**config.mk**
```make
export PLATFORM = sky130hd
export DESIGN_NAME = instr_fetch_stage
export DESIGN_NICKNAME = d
export VERILOG_FILES = /design/src/rtl/instr_fetch_stage.sv
export SDC_FILE = /design/constraint.sdc
export NUM_CORES = 1
export LEC_CHECK = 0
export CAP_MARGIN = 25
export CORE_ASPECT_RATIO = 2
export CORE_MARGIN = 8
export CORE_UTILIZATION = 55
export DETAILED_ROUTE_END_ITERATION = 12
export GPL_TIMING_DRIVEN = 0
export PLACE_DENSITY = 0.9
export SLEW_MARGIN = 5
export SYNTH_ARGS = -nofsm -noshare
export SYNTH_HDL_FRONTEND = slang
export SYNTH_SLANG_ARGS = --single-unit
```
**constraint.sdc**
```tcl
create_clock -name clk -period 3.9 [get_ports clk]
set_input_delay 0.78 -clock clk [delete_from_list [all_inputs] [get_ports clk]]
set_output_delay 0.78 -clock clk [all_outputs]
set_load 0.01 [all_outputs]
```
**src/rtl/instr_fetch_stage.sv**
```systemverilog
// -----------------------------------------------------------------------------
// instr_fetch_stage
//   Fetch stage sitting directly after program_counter. Issues instruction
//   memory reads at the current PC, computes the next PC, and buffers returned
//   {pc, instr} pairs in an in-order show-ahead FIFO for decode. Responses to
//   requests issued before a branch/jump redirect are counted and discarded.
//
// Ports
//   clk            in   clock, rising edge
//   reset_n        in   asynchronous active-low reset
//   pc_i           in   current PC (program_counter.data_o)
//   pc_next_o      out  next PC (program_counter.data_in)
//   redirect_i     in   branch/jump taken, restart at redirect_pc_i
//   redirect_pc_i  in   redirect target (forced word aligned)
//   imem_req_o     out  read request valid
//   imem_addr_o    out  read address (= pc_i)
//   imem_gnt_i     in   request accepted this cycle
//   imem_rvalid_i  in   read data valid, one per accepted request, in order
//   imem_rdata_i   in   read data
//   instr_valid_o  out  FIFO head valid
//   instr_o        out  FIFO head instruction
//   instr_pc_o     out  FIFO head PC
//   instr_ready_i  in   decode accepts head this cycle
// -----------------------------------------------------------------------------
module instr_fetch_stage #(
  parameter int XLEN       = 32,
  parameter int FIFO_DEPTH = 4
) (
  input  logic            clk,
  input  logic            reset_n,
  input  logic [XLEN-1:0] pc_i,
  output logic [XLEN-1:0] pc_next_o,
  input  logic            redirect_i,
  input  logic [XLEN-1:0] redirect_pc_i,
  output logic            imem_req_o,
  output logic [XLEN-1:0] imem_addr_o,
  input  logic            imem_gnt_i,
  input  logic            imem_rvalid_i,
  input  logic [XLEN-1:0] imem_rdata_i,
  output logic            instr_valid_o,
  output logic [XLEN-1:0] instr_o,
  output logic [XLEN-1:0] instr_pc_o,
  input  logic            instr_ready_i
);

  localparam int AW = $clog2(FIFO_DEPTH);
  localparam int CW = AW + 1;
  localparam logic [CW:0] DEPTH_SUM = (CW+1)'(FIFO_DEPTH);

  // PC-tag queue: PC of every accepted, not yet returned request
  logic [XLEN-1:0] r_tag_mem [FIFO_DEPTH];
  logic [AW-1:0]   r_tag_wptr;
  logic [AW-1:0]   r_tag_rptr;
  logic [CW-1:0]   r_outstanding;
  logic [CW-1:0]   r_drop_cnt;

  // Output FIFO
  logic [XLEN-1:0] r_fifo_instr [FIFO_DEPTH];
  logic [XLEN-1:0] r_fifo_pc    [FIFO_DEPTH];
  logic [AW-1:0]   r_fifo_wptr;
  logic [AW-1:0]   r_fifo_rptr;
  logic [CW-1:0]   r_fifo_cnt;
  logic [XLEN-1:0] r_last_instr;
  logic [XLEN-1:0] r_last_pc;

  logic            w_redirect;
  logic [CW:0]     w_sum;
  logic            w_credit;
  logic            w_req;
  logic            w_accept;
  logic            w_rvalid;
  logic            w_fifo_empty;
  logic            w_push;
  logic            w_pop;
  logic [XLEN-1:0] w_tag;
  logic [XLEN-1:0] w_head_instr;
  logic [XLEN-1:0] w_head_pc;
  logic [1:0]      w_unused_redirect_lsb;

  // Everything combinational is gated by reset so outputs drop immediately
  // on reset assertion, without waiting for a clock edge.
  assign w_redirect   = reset_n && redirect_i;
  assign w_sum        = {1'b0, r_outstanding} + {1'b0, r_fifo_cnt};
  assign w_credit     = (w_sum < DEPTH_SUM);
  assign w_req        = reset_n && !redirect_i && w_credit;
  assign w_accept     = w_req && imem_gnt_i;
  // A response with nothing outstanding is a protocol violation and ignored.
  assign w_rvalid     = reset_n && imem_rvalid_i && (r_outstanding != '0);
  assign w_fifo_empty = (r_fifo_cnt == '0);
  assign w_push       = w_rvalid && (r_drop_cnt == '0) && !w_redirect;
  assign w_pop        = !w_fifo_empty && instr_ready_i && !w_redirect;
  assign w_tag        = r_tag_mem[r_tag_rptr];
  assign w_head_instr = r_fifo_instr[r_fifo_rptr];
  assign w_head_pc    = r_fifo_pc[r_fifo_rptr];
  assign w_unused_redirect_lsb = redirect_pc_i[1:0];

  assign imem_req_o    = w_req;
  assign imem_addr_o   = pc_i;
  assign instr_valid_o = !w_fifo_empty;
  // When empty, present the last head that was shown rather than stale storage.
  assign instr_o       = w_fifo_empty ? r_last_instr : w_head_instr;
  assign instr_pc_o    = w_fifo_empty ? r_last_pc    : w_head_pc;

  always_comb begin
    pc_next_o = pc_i;
    if (w_redirect) begin
      pc_next_o = {redirect_pc_i[XLEN-1:2], 2'b00};
    end else if (w_accept) begin
      pc_next_o = pc_i + XLEN'(4);
    end
  end

  // Request bookkeeping: tag pointers, outstanding count, stale-drop count.
  always_ff @(posedge clk or negedge reset_n) begin
    if (!reset_n) begin
      r_tag_wptr    <= '0;
      r_tag_rptr    <= '0;
      r_outstanding <= '0;
      r_drop_cnt    <= '0;
    end else begin
      if (w_accept) r_tag_wptr <= r_tag_wptr + 1'b1;
      if (w_rvalid) r_tag_rptr <= r_tag_rptr + 1'b1;
      r_outstanding <= r_outstanding + CW'(w_accept) - CW'(w_rvalid);
      // Every request still in flight at redirect belongs to the old path,
      // including any already being dropped; a response arriving in the
      // redirect cycle itself is discarded here as well.
      if (w_redirect) begin
        r_drop_cnt <= r_outstanding - CW'(w_rvalid);
      end else if (w_rvalid && (r_drop_cnt != '0)) begin
        r_drop_cnt <= r_drop_cnt - 1'b1;
      end
    end
  end

  always_ff @(posedge clk) begin
    if (w_accept) r_tag_mem[r_tag_wptr] <= pc_i;
  end

  // Output FIFO control. Credit accounting guarantees a push never overflows.
  always_ff @(posedge clk or negedge reset_n) begin
    if (!reset_n) begin
      r_fifo_wptr  <= '0;
      r_fifo_rptr  <= '0;
      r_fifo_cnt   <= '0;
      r_last_instr <= '0;
      r_last_pc    <= '0;
    end else begin
      if (!w_fifo_empty) begin
        r_last_instr <= w_head_instr;
        r_last_pc    <= w_head_pc;
      end
      if (w_redirect) begin
        r_fifo_wptr <= '0;
        r_fifo_rptr <= '0;
        r_fifo_cnt  <= '0;
      end else begin
        if (w_push) r_fifo_wptr <= r_fifo_wptr + 1'b1;
        if (w_pop)  r_fifo_rptr <= r_fifo_rptr + 1'b1;
        r_fifo_cnt <= r_fifo_cnt + CW'(w_push) - CW'(w_pop);
      end
    end
  end

  always_ff @(posedge clk) begin
    if (w_push) begin
      r_fifo_instr[r_fifo_wptr] <= imem_rdata_i;
      r_fifo_pc[r_fifo_wptr]    <= w_tag;
    end
  end

  rvalid_needs_outstanding : assert property (
    @(posedge clk) disable iff (!reset_n) imem_rvalid_i |-> (r_outstanding != '0));

endmodule

```
* Word level (Yosys, flattened, before mapping)
Memory sizes are Yosys's and may differ from the RTL's. Index checks and enable logic that the tools add are counted.
Storage, ports and cells: register bits 81, output and inout port bits 130, memory bits (writable) 384, memories 3, input port bits 102, word-level logic and storage cells 61
Cells by class: $add $sub $neg 12, mux-type cells 15, $lt $le $gt $ge 1, reduce and logical (&&, ||, !) cells 21
Memory list:
- r_fifo_instr | depth 4, width 32, read ports 1, clocked after Yosys merged registers in 0, write ports 1, RTL line 58 | logic [XLEN-1:0] r_fifo_instr [FIFO_DEPTH];
- r_fifo_pc | depth 4, width 32, read ports 1, clocked after Yosys merged registers in 0, write ports 1, RTL line 59 | logic [XLEN-1:0] r_fifo_pc [FIFO_DEPTH];
- r_tag_mem | depth 4, width 32, read ports 1, clocked after Yosys merged registers in 0, write ports 1, RTL line 51 | logic [XLEN-1:0] r_tag_mem [FIFO_DEPTH];
Operators by type and width (count):
- $mux W32 | 4
- $add A32 B3 Y32 const B | 1
- $logic_and A1 B1 Y1 | 11
- $mux W3 | 3
- $sub A3 B1 Y3 | 3
- $add A2 B1 Y2 const B | 4
- $mux W2 | 4
- $add A3 B1 Y3 | 2
- $logic_not A3 Y1 | 2
- $reduce_bool A2 Y1 | 3
- $reduce_bool A3 Y1 | 2
- $add A3 B3 Y4 | 1
- $lt A4 B3 Y1 const B | 1
- $mux W1 | 4
- $logic_not A1 Y1 | 3
- $sub A3 B1 Y3 const B | 1

* Depth between registers and ports, before layout
Gate-level depths: netlist (run 1).
depth in word-level cells 7, mapped depth 14, mapped depth without buffers 13

* Least setup slack after synthesis (run 1)
No wires, ideal clock.
kind input-to-output, start input port redirect_i, end output port pc_next_o[24], arrival time 2849 ps, path buffers 2, data required time 3120 ps, path slack 271 ps, cell stages on the path 6, cells stage by stage or4b_4 -> or4_4 -> buf_6 -> buf_6 -> or4_1 -> a31oi_1
Between the ends: word-level cells in the longest chain between the ends 6, elaborated cells on any way between the ends 7, classes of those cells mux (2); reduce/logical (5)
RTL lines:
- start, declared | RTL line 33 | input logic redirect_i,
- $logic_not A1 Y1 | RTL line 85 | assign w_req = reset_n && !redirect_i && w_credit;
- $logic_and A1 B1 Y1 (2 in series) | RTL line 85
- $logic_and A1 B1 Y1 | RTL line 86 | assign w_accept = w_req && imem_gnt_i;
- $mux W32 | RTL line 108 | end else if (w_accept) begin
- $mux W32 * | RTL line 106 | if (w_redirect) begin
- end, declared | RTL line 32 | output logic [XLEN-1:0] pc_next_o,
Mark *: on every way between the ends. The rest lies on a longest branch, timed or not.

* Final worst setup path (run 1)
start register r_outstanding[1], end output port pc_next_o[27]
Between the ends: word-level cells in the longest chain between the ends 6
RTL lines:
- start, declared | RTL line 54 | logic [CW-1:0] r_outstanding;
- start signal, assigned | RTL line 123 | r_outstanding <= r_outstanding + CW'(w_accept) - CW'(w_rvalid);
- $add A3 B3 Y4 | RTL line 83 | assign w_sum = {1'b0, r_outstanding} + {1'b0, r_fifo_cnt};
- $lt A4 B3 Y1 | RTL line 84 | assign w_credit = (w_sum < DEPTH_SUM);
- $logic_and A1 B1 Y1 | RTL line 85
- $logic_and A1 B1 Y1 | RTL line 86
- $mux W32 | RTL line 108
- $mux W32 | RTL line 106
No other way between the ends.

==> results of run 1 <==
==> synth_stat cells (3+ instances only) <==
master,count
nand3_1,9
dfrtp_1,81
mux2i_1,4
nor4_1,3
nand4_1,14
nor2_1,32
clkbuf_1,35
edfxtp_1,384
a21oi_1,3
buf_4,32
ha_1,19
nand2_1,22
or3_1,8
a31oi_1,24
and2_1,5
o31ai_1,16
and4_1,6
o21ai_0,12
mux4_2,96
xnor2_1,9
inv_1,16
xor2_1,7
or4_1,17
and3_1,16
mux2_2,66
buf_1,15
==> flip-flops by register name (all words and copies together), names as in the netlist <==
register and count:
r_last_pc 32, r_fifo_pc 128, r_outstanding 3, r_tag_rptr 2, r_tag_wptr 2, r_last_instr 32, r_tag_mem 128, r_fifo_rptr 2
r_fifo_instr 128, r_fifo_wptr 2, r_drop_cnt 3, r_fifo_cnt 3
==> per-layer routing <==
metal,up-vias,wire (um),part of all wire (%)
met5,-,0,0
met1,5254,14800,34
met4,0,2130,4.9
met2,528,23700,55
li1,4430,-,-
met3,130,2640,6.1
==> cells by family after synthesis <==
logic type               count (synthesis)  share of synthesized area [%]
flip-flops                             465                           72.9
multiplexers                           166                           15.8
AND/OR/NAND/NOR                        139                           4.21
buffers and inverters                  100                           2.74
AO/OA/AOI/OAI                           60                           2.09
adder cells (fa/ha/maj)                 21                           1.49
XOR/XNOR                                16                          0.753
==> area by class of cell <==
| type | instances | area (um^2) | share of cell area (%) |
|---|---|---|---|
| sequential | 465 | 13600 | 58.4 |
| multi-input combinational | 402 | 4700 | 20.2 |
| timing repair buffer | 249 | 2570 | 11.1 |
| clock buffer | 50 | 1060 | 4.55 |
| tap | 436 | 546 | 2.35 |
| buffer | 81 | 468 | 2.01 |
| clock inverter | 21 | 265 | 1.14 |
| inverter | 16 | 60.1 | 0.259 |
| antenna | 1 | 2.50 | 0.0108 |
==> worst paths after layout <==
kind / start / end / slack [ps] / cells past startpoint
min in group clk: r_last_instr[6]$_DFF_PN0_ / r_last_instr[6]$_DFF_PN0_ / 500 / 1
max in group asynchronous: reset_n / r_outstanding[1]$_DFF_PN0_ / 3220 / 2
worst max-delay path: r_outstanding[1]$_DFF_PN0_ / pc_next_o[27] / -300 / 7
worst min register to register: r_last_instr[6]$_DFF_PN0_ / r_last_instr[6]$_DFF_PN0_ / 500 / 1
worst min-delay path: reset_n / r_last_pc[25]$_DFF_PN0_ / 70 / 1
worst max register to register: r_outstanding[2]$_DFF_PN0_ / r_fifo_cnt[2]$_DFF_PN0_ / 540 / 14
==> per-stage QoR <==
step / std cells / area [um^2] / setup TNS (ps)
after CTS: 1715 / 23000 / -3560
after global placement: 1631 / 21400 / -2062650
after floorplan: 967 / 18600 / 0
after global routing: 1721 / 23200 / -6810
final: 1721 / 23200 / -5060
after detailed placement: 1636 / 21600 / -58160
==> cells in the final DEF, fill, tap and decap left out, types with 5 or more instances in the layout <==
cell / netlist / routed
or3_1: 8 / 8
and4_1: 6 / 6
buf_1: 15 / 7
clkinv_2: 0 / 7
nand2_1: 22 / 22
bufinv_16: 0 / 5
clkdlybuf4s50_1: 0 / 185
o21ai_0: 12 / 12
mux4_2: 96 / 96
clkbuf_16: 0 / 39
inv_1: 16 / 16
dfrtp_1: 81 / 79
dlymetal6s2s_1: 0 / 16
edfxtp_1: 384 / 384
or4_4: 1 / 6
a31oi_1: 24 / 23
xnor2_1: 9 / 9
clkbuf_1: 35 / 31
clkbuf_2: 0 / 8
nor2_1: 32 / 32
and3_2: 0 / 5
dlygate4sd2_1: 0 / 8
buf_4: 32 / 47
ha_1: 19 / 17
and3_1: 16 / 7
and2_1: 5 / 5
nand4_1: 14 / 14
xor2_1: 7 / 7
or4_1: 17 / 12
nand3_1: 9 / 9
mux2_2: 66 / 66
buf_16: 0 / 6
buf_2: 0 / 18
o31ai_1: 16 / 12
==> critical path: cells and delay by family (launching register included) <==
kind | cells | cell delay [ps]
DFF | 1 | 450
AOI/OAI and AO/OA | 1 | 210
and+or+nand+nor | 3 | 1690
buffers and inverters | 2 | 300
adders and majority gates | 1 | 220
==> report_power, final <==
group	switching (uW)	internal (uW)	total (uW)	leakage, uW
Sequential	194	6140	6330	0.00441
Clock	1740	2270	4010	0.000647
Combinational	2490	2760	5250	0.00301
Total	4420	11200	15600	0.00806
==> repair_timing <==
action	4_1_cts	5_1_grt
cloned	2	1
buffers inserted	9	4
resized for setup	125	47
pin swaps	12	15
setup endpoints to repair	96	59
==> summary.md, run 1 <==
| Metric | Value |
|---|---|
| Setup ws final | -295 ps |
| Initial Util | between 50% and 60% |
| Grt total ovfl | 0 |
| Top cell type by total area after synthesis | edfxtp_1 |
| Number of remaining DRC errors | 0 |
| Max rail drop VDD | ~0.39 mV |
| Initial DRC count | roughly 550 |
| GRT met3 Usage | 3.63% |
| PwrDens | 671 mW/mm^2 |
| Synth unique cells | 39 |
| Met2 usage | 39.5% |
| Clock Sink Count | around 470 |
| CTS max path bufs | 3 |
| Average size of a mapped cell | between 15 and 20 um^2 |
| Die W | about 150 um |
| Largest net degree at the start of global routing | 41 |
| Worst setup SP type | flip-flop |
| Fill count | a little over 2,000 |
| Total design power | approximately 16,000 uW |
| Static Leak | between 0.008 and 0.009 uW |
| CTS Root Cell | clkbuf_16 |
| Seq cells post-synth | about 470 |
| Cells after synthesis | about 970 |
| Post-Syn Nets | roughly 1,100 |
| Clk_lat worst skew | ~550 ps |
| Critical setup path kind | reg -> out |
| CP cell instances | ha_2 -> or4b_4 -> or4_4 -> buf_6 -> or4_4 -> a31oi_4 -> buf_6 |
| GR Util met1 | a little under a quarter |
| Final setup viols | 24 |
| First-pass GRT wire length | around 66 mm |
| Status | finished, violations left |
| Hpwl dp | 27.7 mm |
| RSZ-0062 raised after global routing | true |
| Number of synthesized flops with an enable pin | about 380 |
| Vias in the first global route | 11,299 |
| Utilization after layout | 69.3% |
| CP max stage delay | ~630 ps |
| Die H | approximately 280 um |
| CTS buffer count | 39 |
| Element type at the critical path end | primary output |
| Failing checks | negative setup slack |
| First-pass DRT Iterations | 5 |
| Worst-path fanout max | 8 |
| Core area | around 0.034 mm^2 |
| Tcrit/Tclk final | 108% |
| Post-DR vias/cell | between 6 and 7 |
| Synth Flop Type | edfxtp_1 |
| Initial antenna violation count | 1 |
| Register area share after synthesis | between 70% and 80% |
| Hold Path Class | in -> async |
| Clock tree from TritonCTS | yes |
| Area grow syn2layout | 24.9% |
| Clock slew at reported path FFs | ~70 ps |
| Synth top area cells | edfxtp_1 (62%), mux4_2 (12%), dfrtp_1 (11%) |
| Share of cells above drive strength 1 | 26.7% |
| GRT Total Usage | 21.1% |
| Rel. slew slack | between 30% and 40% |
| Crit path DAT | roughly 3400 ps |
| PortBufs | about 230 |
| DRT antenna net count | 0 |
| Worst hold slack | just under 70 ps |
| Cts hold-fix bufs | 0 |
| Count of final hold-check violations | 0 |
| Synth warnings | 0 |
| Share of the synthesized area in the top cell type | 62.0% |
| Routed len/inst | 25.1 um |
| Io pins | roughly 230 |
| Worst Tran Pin Value | roughly 900 ps |
| CTS H-tree depth | 2 |
| Critical path data required time | 3120 ps |
| Async S/R FF share, synth | between 10% and 20% |
| Drt total wl | 43.3 mm |
| Final GP Congestion | 0.930 |
| Setup Skew | roughly 36 ps |
| Post-route minimum period | roughly 4200 ps |
| Slowest CP cell | or4_4 |
| Global routing's busiest layer | met2 |
| Place WS | -1130 ps |
| Post-Syn Area | 0.0186 mm^2 |
| Max-cap viol count | 0 |
| Total Nets Final | ~1,400 |
| Die area | 0.0403 mm^2 |
| Fin. max-slew vios | 0 |
| Max Clk Rate | around 0.24 GHz |
| Via count | 10,342 |
| Row cnt | 95 |
Power figures use the tool's default switching activity.
==> run 2: changes to the inputs <==
- GPL_TIMING_DRIVEN: 0 -> default
==> run 2 against run 1 <==
Compared with the run above:
- the flow still finishes with violations (negative setup slack)
- sequential power grew 3%
- fmax is 0.56% higher
- register-to-register slack gained 400 ps
- first-iteration DRC count increased by 9.6%
- core utilization increased by 0.43 points
- combinational power is 3% lower
- die area did not move
- sequential share of layout area fell by 0.35 points
- total power is 0.70% higher
- critical path type unchanged
- critical endpoint is now pc_next_o[22]
==> summary.md, run 2 (synthesis results as in run 1) <==
| Metric | Value |
|---|---|
| Internal cell power | approximately 11,000 uW |
| Worst setup SP type | flip-flop |
| Clock network fraction of design power | between 20% and 30% |
| R2r setup slk | 940 ps |
| DRT antenna net count | 0 |
| First-pass GRT wire length | about 66 mm |
| Clock tree from TritonCTS | yes |
| Static Leak | roughly 0.0081 uW |
| Area grow syn2layout | 25.7% |
| Switch share | 27.9% |
| Vias in the first global route | around 12,000 |
| Post-Layout Cell Count | around 1,700 |
| Hpwl dp | 27.7 mm |
| Grt total ovfl | 0 |
| Element type at the critical path end | primary output |
| Final GP Congestion | about 0.92 |
| Place WS | -678 ps |
| Bufs and invs on worst path | 2 |
| CTS H-tree depth | 2 |
| Total design power | 15,700 uW |
| Total Nets Final | 1,384 |
| Largest net degree at the start of global routing | between 60 and 70 |
| Max rail drop VDD | a little under 0.4 mV |
| Clk_lat worst skew | ~550 ps |
| Fin. max-slew vios | 0 |
| Max-cap viol count | 0 |
| Clock slew at reported path FFs | around 70 ps |
| Slowest CP cell | or4b_4 |
| Number of remaining DRC errors | 0 |
| # diodes | 0 |
| CP max stage delay | 590 ps |
| Initial Util | between 50% and 60% |
| Post-DR vias/cell | 6.00 |
| Hold Crit Depth | 1 |
| Critical path data required time | roughly 3100 ps |
| Commonest non-fill, non-tap cell in the layout | edfxtp_1 |
| Initial DRC count | between 600 and 700 |
| Post-route minimum period | 4170 ps |
| Worst-path fanout max | 7 |
| Tcrit/Tclk final | 107% |
| Row cnt | 95 |
| Die area | a little over 0.04 mm^2 |
| Clock Sink Count | approximately 470 |
| Via count | 10,373 |
| Core area | about 0.034 mm^2 |
| Critical path's top delay family | simple AND/OR/NAND/NOR gates |
| Status | finished, violations left |
| Most frequent cells in the layout | edfxtp_1 (384), clkdlybuf4s50_1 (205), mux4_2 (96), buf_4 (93), dfrtp_1 (78) |
| Die H | ~280 um |
| Share of cells above drive strength 1 | approximately 30% |
| PwrDens | roughly 670 mW/mm^2 |
| Fill count | about 2,000 |
| Rel. slew slack | between 20 and 30% |
| Initial antenna violation count | 0 |
| Failing checks | negative setup slack |
| GRT Total Usage | 21.3% |
| Critical setup path kind | reg -> out |
| NetSw | between 4000 and 5000 uW |
| CTS buffer count | 39 |
| CTS max path bufs | 3 |
| Routed len/inst | ~25 um |
| Io pins | approximately 230 |
| Final setup viols | 19 |
| Register area | around 0.014 mm^2 |
| Largest regs | r_fifo_instr (128), r_fifo_pc (128), r_tag_mem (128) |
| Worst Tran Pin Value | 1080 ps |
| Reg power frac | around two fifths |
| RSZ-0062 raised after global routing | true |
| First-pass DRT Iterations | 5 |
| CP cell instances | ha_4 -> or4b_4 -> or4_4 -> buf_6 -> or4_1 -> a31oi_1 -> buf_2 |
| WP depth | 7 |
| Register-to-Register Path Depth | 8 |
| PortBufs | between 200 and 250 |
| CTS Root Cell | clkbuf_16 |
| Hold Path Class | reg -> reg |
| Count of final hold-check violations | 0 |
| Die W | ~150 um |
| Setup Skew | approximately 28 ps |
| Crit path DAT | 3390 ps |
| DP Cell Count | between 1,500 and 2,000 |
| Drt total wl | 42.9 mm |
| Setup ws final | -272 ps |
| Logic gate share of total power | 32.5% |
| Multi-input logic area | between 0.004 and 0.005 mm^2 |
| Max Clk Rate | roughly 0.24 GHz |
==> run 2: cell types whose count changed in the layout (fill, tap and decap cells not counted), sizes merged <==
cell,before,now
buf,82,125
clkbuf,85,49
clkdlybuf4s50,185,205
dlymetal6s2s,16,3
dlygate4sd2,8,2
bufbuf,2,0
clkdlybuf4s15,2,0
or4,18,20
bufinv,5,6
clkinv,15,14
clkinvlp,1,2
diode,1,0
inv,16,17
==> run 2: power groups by stage <==
stage          combinational (uW)  clock, uW  sequential [uW]
6_report                     5100       4090             6510
2_1_floorplan                2960          0             6360
4_1_cts                      5100       4160             6520
5_1_grt                      5440       4350             6580
3_3_place_gp                 4860          0             6570
3_5_place_dp                 5040          0             6610
==> run 2: per-stage QoR <==
stage	TNS, ps	util [%]	hold WS (ps)	cell area (um^2)
3_5_place_dp	-12190	65.2	486	21900
5_1_grt	-3710	69.7	516	23400
3_3_place_gp	-11100	65.2	479	21900
4_1_cts	-2000	69.3	502	23200
2_1_floorplan	0	-	484	18600
6_report	-1830	69.7	498	23400
==> run 2: metal layers <==
metal	share of wire [%]	GRT usage [%]
met5	0	0
met4	4.0	9.14
met3	5.0	3.65
met2	56	40.1
met1	35	22.7
==> run 2: area by class of cell <==
type | instances | area share (%)
clock buffer | 49 | 4.60
clock inverter | 23 | 1.20
inverter | 16 | 0.257
multi-input combinational | 404 | 20.1
sequential | 465 | 58.0
tap | 436 | 2.33
timing repair buffer | 335 | 13.5
==> run 2: final timing paths <==
check | end | startpoint
setup / recovery | pc_next_o[22] | r_outstanding[2]$_DFF_PN0_
hold / removal | r_last_pc[0]$_DFF_PN0_ | r_last_pc[0]$_DFF_PN0_
setup reg to reg | r_tag_mem[0][29]$_DFFE_PP_ | r_outstanding[2]$_DFF_PN0_
hold reg to reg | r_last_pc[0]$_DFF_PN0_ | r_last_pc[0]$_DFF_PN0_
max in group asynchronous | r_last_instr[22]$_DFF_PN0_ | reset_n
min in group asynchronous | r_drop_cnt[2]$_DFFE_PN0P_ | reset_n
==> run 2: timing repair <==
| action | CTS | global route |
|---|---|---|
| gates cloned | 2 | 0 |
| hold buffers | 0 | 0 |
| pin swaps | 27 | 16 |
| gates resized for setup | 89 | 20 |
| setup endpoints to repair | 27 | 27 |
| setup buffers | 6 | 3 |
